<file path="src/rtl/ssp_reg_access_arbiter.sv">
// Round-robin arbiter/sequencer sharing the ssp_uart SSP register port among NUM_REQ requesters.
// Optional write readback verification of UCR/SPR is enabled by defining SSP_WR_VERIFY_EN.
module ssp_reg_access_arbiter #(
  parameter int unsigned NUM_REQ = 2,
  parameter int unsigned RD_LAT  = 2
) (
  input  logic                  Clk,
  input  logic                  Rst,
  input  logic [NUM_REQ-1:0]    req,
  input  logic [3*NUM_REQ-1:0]  req_ra,
  input  logic [NUM_REQ-1:0]    req_wnr,
  input  logic [12*NUM_REQ-1:0] req_wdata,
  output logic [NUM_REQ-1:0]    ack,
  output logic [11:0]           rsp_rdata,
  output logic                  rsp_err,
  output logic                  busy,
  output logic                  SSP_SSEL,
  output logic [2:0]            SSP_RA,
  output logic                  SSP_WnR,
  output logic                  SSP_EOC,
  output logic [11:0]           SSP_DI,
  input  logic [11:0]           SSP_DO
);

  localparam int unsigned IdxW = $clog2(NUM_REQ);
  localparam int unsigned CntW = $clog2(RD_LAT + 1);

  typedef enum logic [2:0] {StIdle, StSetup, StStrobe, StWait, StDone} state_e;

  state_e            state_q, state_d;
  logic [IdxW-1:0]   ptr_q, ptr_d;
  logic [IdxW-1:0]   idx_q, idx_d;
  logic [2:0]        ra_q, ra_d;
  logic              wnr_q, wnr_d;
  logic [11:0]       wdata_q, wdata_d;
  logic [CntW-1:0]   cnt_q, cnt_d;
  logic [11:0]       cap_q, cap_d;
  logic              err_q, err_d;
  logic              rb_q, rb_d;

  logic [NUM_REQ-1:0] ack_q, ack_d;
  logic [11:0]        rsp_rdata_q, rsp_rdata_d;
  logic               rsp_err_q, rsp_err_d;
  logic               ssel_q, ssel_d;
  logic [2:0]         ssp_ra_q, ssp_ra_d;
  logic               ssp_wnr_q, ssp_wnr_d;
  logic               ssp_eoc_q, ssp_eoc_d;
  logic [11:0]        ssp_di_q, ssp_di_d;

  logic              gnt_found;
  logic [IdxW-1:0]   gnt_idx;
  logic [2:0]        sel_ra;
  logic              sel_wnr;
  logic [11:0]       sel_wdata;

  // Descending scans leave the lowest index; indices at/after ptr override the wrapped group.
  always_comb begin
    gnt_found = 1'b0;
    gnt_idx   = '0;
    for (int j = int'(NUM_REQ) - 1; j >= 0; j--) begin
      if (req[j] && (IdxW'(j) < ptr_q)) begin
        gnt_found = 1'b1;
        gnt_idx   = IdxW'(j);
      end
    end
    for (int j = int'(NUM_REQ) - 1; j >= 0; j--) begin
      if (req[j] && (IdxW'(j) >= ptr_q)) begin
        gnt_found = 1'b1;
        gnt_idx   = IdxW'(j);
      end
    end
  end

  always_comb begin
    sel_ra    = '0;
    sel_wnr   = 1'b0;
    sel_wdata = '0;
    for (int unsigned i = 0; i < NUM_REQ; i++) begin
      if (gnt_idx == IdxW'(i)) begin
        sel_ra    = req_ra[3*i +: 3];
        sel_wnr   = req_wnr[i];
        sel_wdata = req_wdata[12*i +: 12];
      end
    end
  end

  always_comb begin
    state_d = state_q;
    ptr_d   = ptr_q;
    idx_d   = idx_q;
    ra_d    = ra_q;
    wnr_d   = wnr_q;
    wdata_d = wdata_q;
    cnt_d   = cnt_q;
    cap_d   = cap_q;
    err_d   = err_q;
    rb_d    = rb_q;
    unique case (state_q)
      StIdle: begin
        if (gnt_found) begin
          idx_d   = gnt_idx;
          ra_d    = sel_ra;
          wnr_d   = sel_wnr;
          wdata_d = sel_wdata;
          ptr_d   = (gnt_idx == IdxW'(NUM_REQ - 1)) ? '0 : gnt_idx + 1'b1;
          cap_d   = '0;
          rb_d    = 1'b0;
          err_d   = (sel_ra > 3'd4);
          state_d = (sel_ra > 3'd4) ? StDone : StSetup;
        end
      end
      StSetup:  state_d = StStrobe;
      StStrobe: begin
        state_d = StWait;
        cnt_d   = CntW'(RD_LAT - 1);
      end
      StWait: begin
        if (cnt_q == '0) begin
          state_d = StDone;
          if (!wnr_q || rb_q) cap_d = SSP_DO;
`ifdef SSP_WR_VERIFY_EN
          if (rb_q) begin
            err_d = (SSP_DO != wdata_q);
          end else if (wnr_q && (ra_q == 3'd0 || ra_q == 3'd4)) begin
            rb_d    = 1'b1;
            state_d = StSetup;
          end
`endif
        end else begin
          cnt_d = cnt_q - 1'b1;
        end
      end
      StDone:  state_d = StIdle;
      default: state_d = StIdle;
    endcase
  end

  // Outputs are registered from next-state so they line up with the state they belong to.
  always_comb begin
    ssel_d      = (state_d == StSetup) || (state_d == StStrobe) || (state_d == StWait);
    ssp_ra_d    = ssel_d ? ra_d : '0;
    ssp_wnr_d   = ssel_d & wnr_d & ~rb_d;
    ssp_di_d    = ssel_d ? wdata_d : '0;
    ssp_eoc_d   = (state_d == StStrobe);
    ack_d       = '0;
    rsp_rdata_d = '0;
    rsp_err_d   = 1'b0;
    if (state_d == StDone) begin
      ack_d[idx_d] = 1'b1;
      rsp_err_d    = err_d;
      rsp_rdata_d  = (wnr_d && !err_d) ? '0 : cap_d;
    end
  end

  always_ff @(posedge Clk) begin
    if (Rst) begin
      state_q     <= StIdle;
      ptr_q       <= '0;
      idx_q       <= '0;
      ra_q        <= '0;
      wnr_q       <= 1'b0;
      wdata_q     <= '0;
      cnt_q       <= '0;
      cap_q       <= '0;
      err_q       <= 1'b0;
      rb_q        <= 1'b0;
      ack_q       <= '0;
      rsp_rdata_q <= '0;
      rsp_err_q   <= 1'b0;
      ssel_q      <= 1'b0;
      ssp_ra_q    <= '0;
      ssp_wnr_q   <= 1'b0;
      ssp_eoc_q   <= 1'b0;
      ssp_di_q    <= '0;
    end else begin
      state_q     <= state_d;
      ptr_q       <= ptr_d;
      idx_q       <= idx_d;
      ra_q        <= ra_d;
      wnr_q       <= wnr_d;
      wdata_q     <= wdata_d;
      cnt_q       <= cnt_d;
      cap_q       <= cap_d;
      err_q       <= err_d;
      rb_q        <= rb_d;
      ack_q       <= ack_d;
      rsp_rdata_q <= rsp_rdata_d;
      rsp_err_q   <= rsp_err_d;
      ssel_q      <= ssel_d;
      ssp_ra_q    <= ssp_ra_d;
      ssp_wnr_q   <= ssp_wnr_d;
      ssp_eoc_q   <= ssp_eoc_d;
      ssp_di_q    <= ssp_di_d;
    end
  end

  assign ack       = ack_q;
  assign rsp_rdata = rsp_rdata_q;
  assign rsp_err   = rsp_err_q;
  assign busy      = (state_q != StIdle);
  assign SSP_SSEL  = ssel_q;
  assign SSP_RA    = ssp_ra_q;
  assign SSP_WnR   = ssp_wnr_q;
  assign SSP_EOC   = ssp_eoc_q;
  assign SSP_DI    = ssp_di_q;

endmodule
</file>
<file path="config.mk">
export PLATFORM = sky130hd
export DESIGN_NAME = ssp_reg_access_arbiter
export DESIGN_NICKNAME = d
export VERILOG_FILES = /design/src/rtl/ssp_reg_access_arbiter.sv
export SDC_FILE = /design/constraint.sdc
export NUM_CORES = 1
export LEC_CHECK = 0
export BUFFER_PORTS_ARGS = -buffer_cell sky130_fd_sc_hd__buf_2
export CAP_MARGIN = 25
export CORE_MARGIN = 4
export CORE_UTILIZATION = 35
export DETAILED_ROUTE_END_ITERATION = 10
export GPL_ROUTABILITY_DRIVEN = 0
export SYNTH_ARGS = -nofsm -noshare
export SYNTH_HDL_FRONTEND = slang
export SYNTH_SLANG_ARGS = --single-unit
</file>
<file path="constraint.sdc">
create_clock -name Clk -period 2.2 [get_ports Clk]
set_input_delay 0.44 -clock Clk [delete_from_list [all_inputs] [get_ports Clk]]
set_output_delay 0.44 -clock Clk [all_outputs]
set_load 0.02 [all_outputs]
</file>
==> metrics.md, run 1 <==
| Metric | Value |
|---|---|
| Post-DP Area | 0.003420 mm2 |
| Fin crit share | 87.31% |
| VDD IR max | 0.4743 mV |
| Die area | 0.009655 mm2 |
| Antenna violations before repair | 0 |
| Sequential area share after synthesis | 49.14% |
| EDFF count, synth | 0 |
| Required @ worst endpoint | 2.44 ns |
| Actual slew at the worst max-slew pin | 0.5145 ns |
| RSZ-0062 raised after global routing | false |
| Hold/Removal Path Class | in2reg |
| Clk_skew | 0.004558 ns |
| Final setup fails | 0 |
| HPWL Detailed | 4614 um |
| CP Max Fanout | 27 |
| Yosys warning count | 0 |
| GRT Resource Usage Total | 13.68% |
| Max cap viols | 0 |
| Finished Core Util | 46.33% |
| Fmax | 520.6 MHz |
| TritonCTS clock tree | built |
| Share of flip-flops with an asynchronous set or reset | 0% |
| Clk buf depth | 2 |
| Worst Setup Start Kind | flop |
| # DRC | 0 |
| Sw Share | 34.81% |
| Hold Vio Cnt, Final | 0 |
| Wire per inst | 14.25 um |
| Die Span Y | 98.26 um |
| Die W | 98.26 um |
| # rows | 32 |
| Starting Density | 36.52% |
| Post-synthesis net count | 300 |
| Hold buffer count at CTS | 0 |
| Sw Pwr | 1.280 mW |
| PwrDens | 1017 mW/mm2 |
| Drt total wl | 6328 um |
| CP Class | reg2reg |
| Postcts setup bufs | 0 |
| Clock Pin Slew Worst Setup and Hold Paths | 0.07 ns |
| First-pass GRT wire length | 10610 um |
| Flop pwr share | 40.5% |
| Rel. slew slack | 65.70% |
| Min Tclk post-route | 1.921 ns |
| Core Box Area | 0.007807 mm2 |
| First-pass iteration count of the detailed router | 6 |
| I/O Buffers | 81 |
| Vias | 2222 |
| Fin area | 0.003617 mm2 |
| Grt ovf | 0 |
| CTS buffer count | 9 |
| Post-Syn Area | 0.002851 mm2 |
| Synth Area per Inst | 11.36 um2 |
| Register bit total from synthesis | 70 |
| I/O Pins | 82 |
| Vias in the first global route | 2215 |
| Clock insertion delay at the later pin of the skew report | 0.34 ns |
| 1st-iter DRT viols | 41 |
| Cell count after synthesis | 251 |
| CP endpoint kind | flop |
| Netlist cell types | 43 |
| Status | finished clean |
| Final ANT Viol Nets | 0 |
| WP data arrival | 2.16 ns |
| Combinational share of power | 31.6% |
| Setup TNS | 0 ns |
| Largest net degree at the start of global routing | 32 |
| H-tree depth | 3 |
| P&R area growth vs syn | 26.85% |
| Int Power | 2.397 mW |
| Clock power frac | 27.9% |
| Top FF cell, synth | dfxtp_1 |
| Leak | 1.510 nW |
| Share of cells above drive strength 1 | 41.23% |
| Via/cell ratio | 5.005 |
| Antenna diodes | 0 |
| Root buf cell | clkbuf_8 |
| Hold_ws | 0.3697 ns |
| Pins over their slew limit | 0 |
| # resized after CTS | 0 |
| Nets | 386 |
| Clk sink count | 70 |
-- power by group through the flow --
stage                     sequential (mW)  clock [mW]  combinational, mW
after CTS                            1.49        1.06               1.18
after detailed placement             1.52           0               1.17
after global placement               1.52           0               1.15
after global routing                 1.51        1.12               1.27
final                                1.49        1.03               1.16
after floorplan                      1.61           0              0.780
-- logic make-up (layout without fill, tap and decap cells) --
| group | count (synthesis) | in the layout | share of synthesized area (%) |
|---|---|---|---|
| AOI/OAI and AO/OA | 77 | 77 | 30.10 |
| adders and majority gates | 1 | 1 | 0.4387 |
| buffers and inverters | 28 | 119 | 4.827 |
| DFF | 70 | 70 | 49.14 |
| muxes | 15 | 15 | 5.265 |
| and+or+nand+nor | 60 | 60 | 10.22 |
-- metal layers --
layer	global-route usage, %	up-vias	wire (um)
met5	0	-	0
met4	4.097	0	74
met3	5.643	9	457
met2	21.62	60	2965
met1	17.14	1029	2830
li1	-	1124	-
-- stage by stage --
step           instances  worst slack, ns  total power, mW
2_1_floorplan        251           0.4814            2.395
3_3_place_gp         427          0.06561            2.670
3_5_place_dp         428           0.2651            2.694
4_1_cts              444           0.2439            3.726
5_1_grt              444          0.09666            3.900
6_report             444           0.2793            3.677
-- state kept, by name, indices dropped and copies added, names as in the netlist, 2 cells and up --
register   flops
cnt_q          2
state_q        3
ack            2
SSP_RA         3
ra_q           3
cap_q         12
SSP_DI        12
wdata_q       12
rsp_rdata     12
-- cell usage in the layout, fill, tap and decap left out, types with 2 or more instances in the layout --
cell type,Yosys,final
buf_4,1,12
nor3_1,7,7
a22oi_1,13,13
nor2_1,36,35
a2111oi_4,9,9
o21ai_0,2,2
nand2_1,3,3
buf_2,10,81
and2_1,2,2
o21ai_2,2,2
a221oi_1,7,7
clkbuf_8,0,9
a2111oi_2,6,6
a21oi_1,4,4
a211oi_1,18,18
inv_1,7,7
dfxtp_1,70,70
a221oi_2,5,5
clkinv_4,0,2
clkinv_2,0,2
buf_12,1,2
nand2b_1,3,3
mux2i_1,15,15
-- cells in the mapped netlist (2+ instances only) --
| master | number | share of area [%] |
|---|---|---|
| a221oi_1 | 7 | 2.2 |
| mux2i_1 | 15 | 5.3 |
| nand2_1 | 3 | 0.39 |
| nor2_1 | 36 | 4.7 |
| a22oi_1 | 13 | 3.4 |
| a221oi_2 | 5 | 2.6 |
| buf_2 | 10 | 1.8 |
| clkbuf_1 | 7 | 0.92 |
| a21oi_1 | 4 | 0.70 |
| and2_1 | 2 | 0.44 |
| nand2b_1 | 3 | 0.66 |
| inv_1 | 7 | 0.92 |
| a2111oi_4 | 9 | 8.7 |
| o31ai_1 | 2 | 0.53 |
| nor3_1 | 7 | 1.2 |
| a211oi_1 | 18 | 4.7 |
| o21ai_2 | 2 | 0.61 |
| dfxtp_1 | 70 | 49 |
| a2111oi_2 | 6 | 3.2 |
| o21ai_0 | 2 | 0.35 |
-- layout make-up --
class,count,area [um2]
repair buffers,95,535.5
well taps,102,127.6
fillers,737,4190
multi-input cells,153,1325
inverters,8,30.03
clock inverters,7,73.82
clock buffers,9,123.9
flip-flops and latches,70,1401
-- final timing paths --
check	from	to	slack (ns)	cells past startpoint
worst max-delay path	state_q[1]	SSP_DI[2]	0.28	6
worst min-delay path	SSP_DO[3]	cap_q[3]	0.37	3
worst max register to register	state_q[1]	SSP_DI[2]	0.28	6
worst min register to register	rb_q	rb_q	0.49	1
-- worst max-delay path, cell delays in order (launching register included) --
cell,delay (ns)
dfxtp_1,0.37
nor3_4,0.26
inv_2,0.12
nor2_4,0.38
buf_12,0.24
nor2_1,0.08
a2111oi_2,0.34
No activity file was read; power rests on OpenSTA's default activity.
==> run 2, diff against run 1 <==
- ABC_AREA: unset -> 1
- clock period: 2.2 -> 2.02 ns (I/O delays scaled with it)
==> metrics.md, run 2 <==
| Metric | Value |
|---|---|
| Status | finished clean |
| Worst Setup Start Kind | flop |
| CP endpoint kind | flop |
| Root buf cell | clkbuf_8 |
| Clock insertion delay at the later pin of the skew report | 0.33 ns (about the same) |
| Rel. slew slack | 71.71% (+6.0 points) |
| Commonest non-fill, non-tap cell in the layout | buf_2 |
| Antenna violations before repair | 0 (unchanged) |
| Grt ovf | 0 (unchanged) |
| Worst path cell trace | inv_1, nand2_2, nand2_4, nand2_1, nand2_1, nor2_4, nand2_2, a21oi_4, nand2_2, nor2_1 |
| Vias | 2350 (+5.8%) |
| Hold/Removal Path Class | in2reg |
| Required @ worst endpoint | 2.29 ns (-0.15 ns) |
| Cell count after synthesis | 338 (+35%) |
| I/O Pins | 82 (unchanged) |
| Pins over their slew limit | 0 (unchanged) |
| TritonCTS clock tree | built |
| CP Buf/Inv Count | 1 (-1) |
| Clock Pin Slew Worst Setup and Hold Paths | 0.07 ns (about the same) |
| Most common cell in the netlist | dfxtp_1 |
| Crit-path most repeated cell | nand2_2 |
| Cell family with most CP delay | simple AND/OR/NAND/NOR gates |
| Register bit total from synthesis | 70 (unchanged) |
| Share of flip-flops with an asynchronous set or reset | 0% (unchanged) |
| Synth Area per Inst | 7.818 um2 (-31%) |
| Share of cells above drive strength 1 | 29.25% (-12 points) |
| First-pass GRT wire length | 10030 um (-5.5%) |
| Fin area | 0.003367 mm2 (-6.9%) |
| Top FF cell, synth | dfxtp_1 |
| Leading cell types in the layout, fill and taps excluded | buf_2 (81), dfxtp_1 (70), nand2_1 (62) |
| Post-synth top area cell | dfxtp_1 |
| CP Class | reg2reg |
| Netlist cell types | 27 (-37%) |
| Actual slew at the worst max-slew pin | 0.4233 ns (-0.09125 ns) |
| Die W | 94.89 um (-3.4%) |
| Clk buf depth | 2 (unchanged) |
| First-pass iteration count of the detailed router | 4 (-2) |
| Post-Syn Area | 0.002643 mm2 (-7.3%) |
| Antenna diodes | 0 (unchanged) |
| Largest net degree at the start of global routing | 25 (-22%) |
| H-tree depth | 3 (unchanged) |
| Worst path max stage delay | 0.34 ns (-0.04 ns) |
| Sequential area share after synthesis | 53.03% (+3.9 points) |
| # DRC | 0 (unchanged) |
| Max cap viols | 0 (unchanged) |
| Leak | 1.737 nW (+15%) |
| Die Span Y | 94.89 um (-3.4%) |
| Wire per inst | 11.42 um (-20%) |
| Worst r2r path cells | 10 (+4) |
| CP Max Fanout | 17 (-37%) |
| Die area | 0.009004 mm2 (-6.7%) |
| Fin crit share | 85.36% (-1.9 points) |
| CTS buffer count | 9 (unchanged) |
| Tot Pwr | 3.708 mW (+0.83%) |
| Post-synthesis net count | 387 (+29%) |
| Filler instances | 780 (+5.8%) |
| Worst hold stages | 3 (unchanged) |
| PwrDens | 1101 mW/mm2 (+8.3%) |
| P&R area growth vs syn | 27.41% |
| Top post-synthesis cells by count | dfxtp_1 (70), nand2_1 (62), nor2_1 (47) |
| Min Tclk post-route | 1.724 ns (-0.1965 ns) |
| WP data arrival | 1.99 ns (-0.17 ns) |
| Hold Vio Cnt, Final | 0 (unchanged) |
| Drt total wl | 5973 um (-5.6%) |
| # rows | 31 (-3.1%) |
| Core Box Area | 0.007292 mm2 (-6.6%) |
| Post-DP Area | 0.003136 mm2 (-8.3%) |
| Via/cell ratio | 4.493 (-10%) |
| Critical-path top delay cell | dfxtp_1 |
| Fmax | 580.0 MHz (+11%) |
| EDFF count, synth | 0 (unchanged) |
| Critical path depth in cells | 10 (+4) |
| RSZ-0062 raised after global routing | false |
| Yosys top cell area share | 53.03% (+3.9 points) |
| VDD IR max | 0.3942 mV (-17%) |
| Nets | 468 (+21%) |
| Starting Density | 36.24% (-0.28 points) |
| Yosys warning count | 0 (unchanged) |
| I/O Buffers | 81 (unchanged) |
| Top post-synthesis cells by area | dfxtp_1 (53%), nand2_1 (8.8%), o21ai_0 (7.0%), nor2_1 (6.7%), nand3_1 (5.7%) |
| Clk_skew | 0.008564 ns (+0.004006 ns) |
| Setup TNS | 0 ns (unchanged) |
| Hold buffer count at CTS | 0 (unchanged) |
| GRT Resource Usage Total | 14.23% (+0.55 points) |
| Vias in the first global route | 2251 (+1.6%) |
| Clk sink count | 70 (unchanged) |
| HPWL Detailed | 4326 um (-6.3%) |
| Final setup fails | 0 (unchanged) |
| Final ANT Viol Nets | 0 (unchanged) |
| 1st-iter DRT viols | 63 (+54%) |
[run 2: cells by family (layout without fill, tap and decap cells)]
| kind of cell | after synthesis | in the layout | share of synthesized area (%) |
|---|---|---|---|
| AND/OR/NAND/NOR | 162 | 162 | 27.70 |
| flip-flops | 70 | 70 | 53.03 |
| buffers and inverters | 53 | 139 | 8.286 |
| AO/OA/AOI/OAI | 52 | 52 | 10.51 |
| adder cells (fa/ha/maj) | 1 | 1 | 0.4734 |
[run 2: worst paths after layout]
path / start / to / slack, ns
min: req_wdata[10] / wdata_q[10] / 0.37
min reg2reg: cnt_q[1] / cnt_q[1] / 0.47
max reg2reg: ptr_q / rsp_rdata[0] / 0.30
max: ptr_q / rsp_rdata[0] / 0.30
[run 2: cell type report]
cell class	count	area (um2)	area share, %
sequential	70	1401	41.62
tap	99	123.9	3.679
multi-input combinational	215	1030	30.58
clock inverter	5	82.58	2.453
inverter	36	137.6	4.088
timing repair buffer	87	450.4	13.38
clock buffer	11	141.4	4.199
[run 2: power by group]
group	internal [mW]	switching [mW]
sequential	1.54	0.0488
combinational	0.277	0.591
clock	0.729	0.519
total	2.55	1.16
[run 2: what timing repair did]
item                                   in CTS  in global routing
setup endpoints to repair                   0                 10
endpoints found under the hold margin       0                  0
resized for setup                           0                  1
buffers inserted                            0                  0
[run 2: layer usage]
metal	part of all wire (%)	vias to the layer above	GRT usage (%)
met3	8.3	6	4.143
met5	0	-	0
met4	1.2	0	6.130
li1	-	1218	-
met1	48	1041	17.96
met2	43	85	22.55
[run 2: stage by stage]
step / utilization (%) / setup slack (ns) / instances / hold slack (ns)
3_3_place_gp: 43.00 / 0.1283 / 507 / 0.4530
4_1_cts: 46.07 / 0.2180 / 523 / 0.3554
6_report: 46.17 / 0.2958 / 523 / 0.3714
3_5_place_dp: 43.00 / 0.08129 / 507 / 0.4630
2_1_floorplan: - / 0.4947 / 338 / 0.4392
5_1_grt: 46.17 / 0.06867 / 523 / 0.3549
[run 2: tightest hold or removal path, stage by stage]
cell     delay, ns
buf_2         0.10
nand2_1       0.05
a31oi_1       0.09
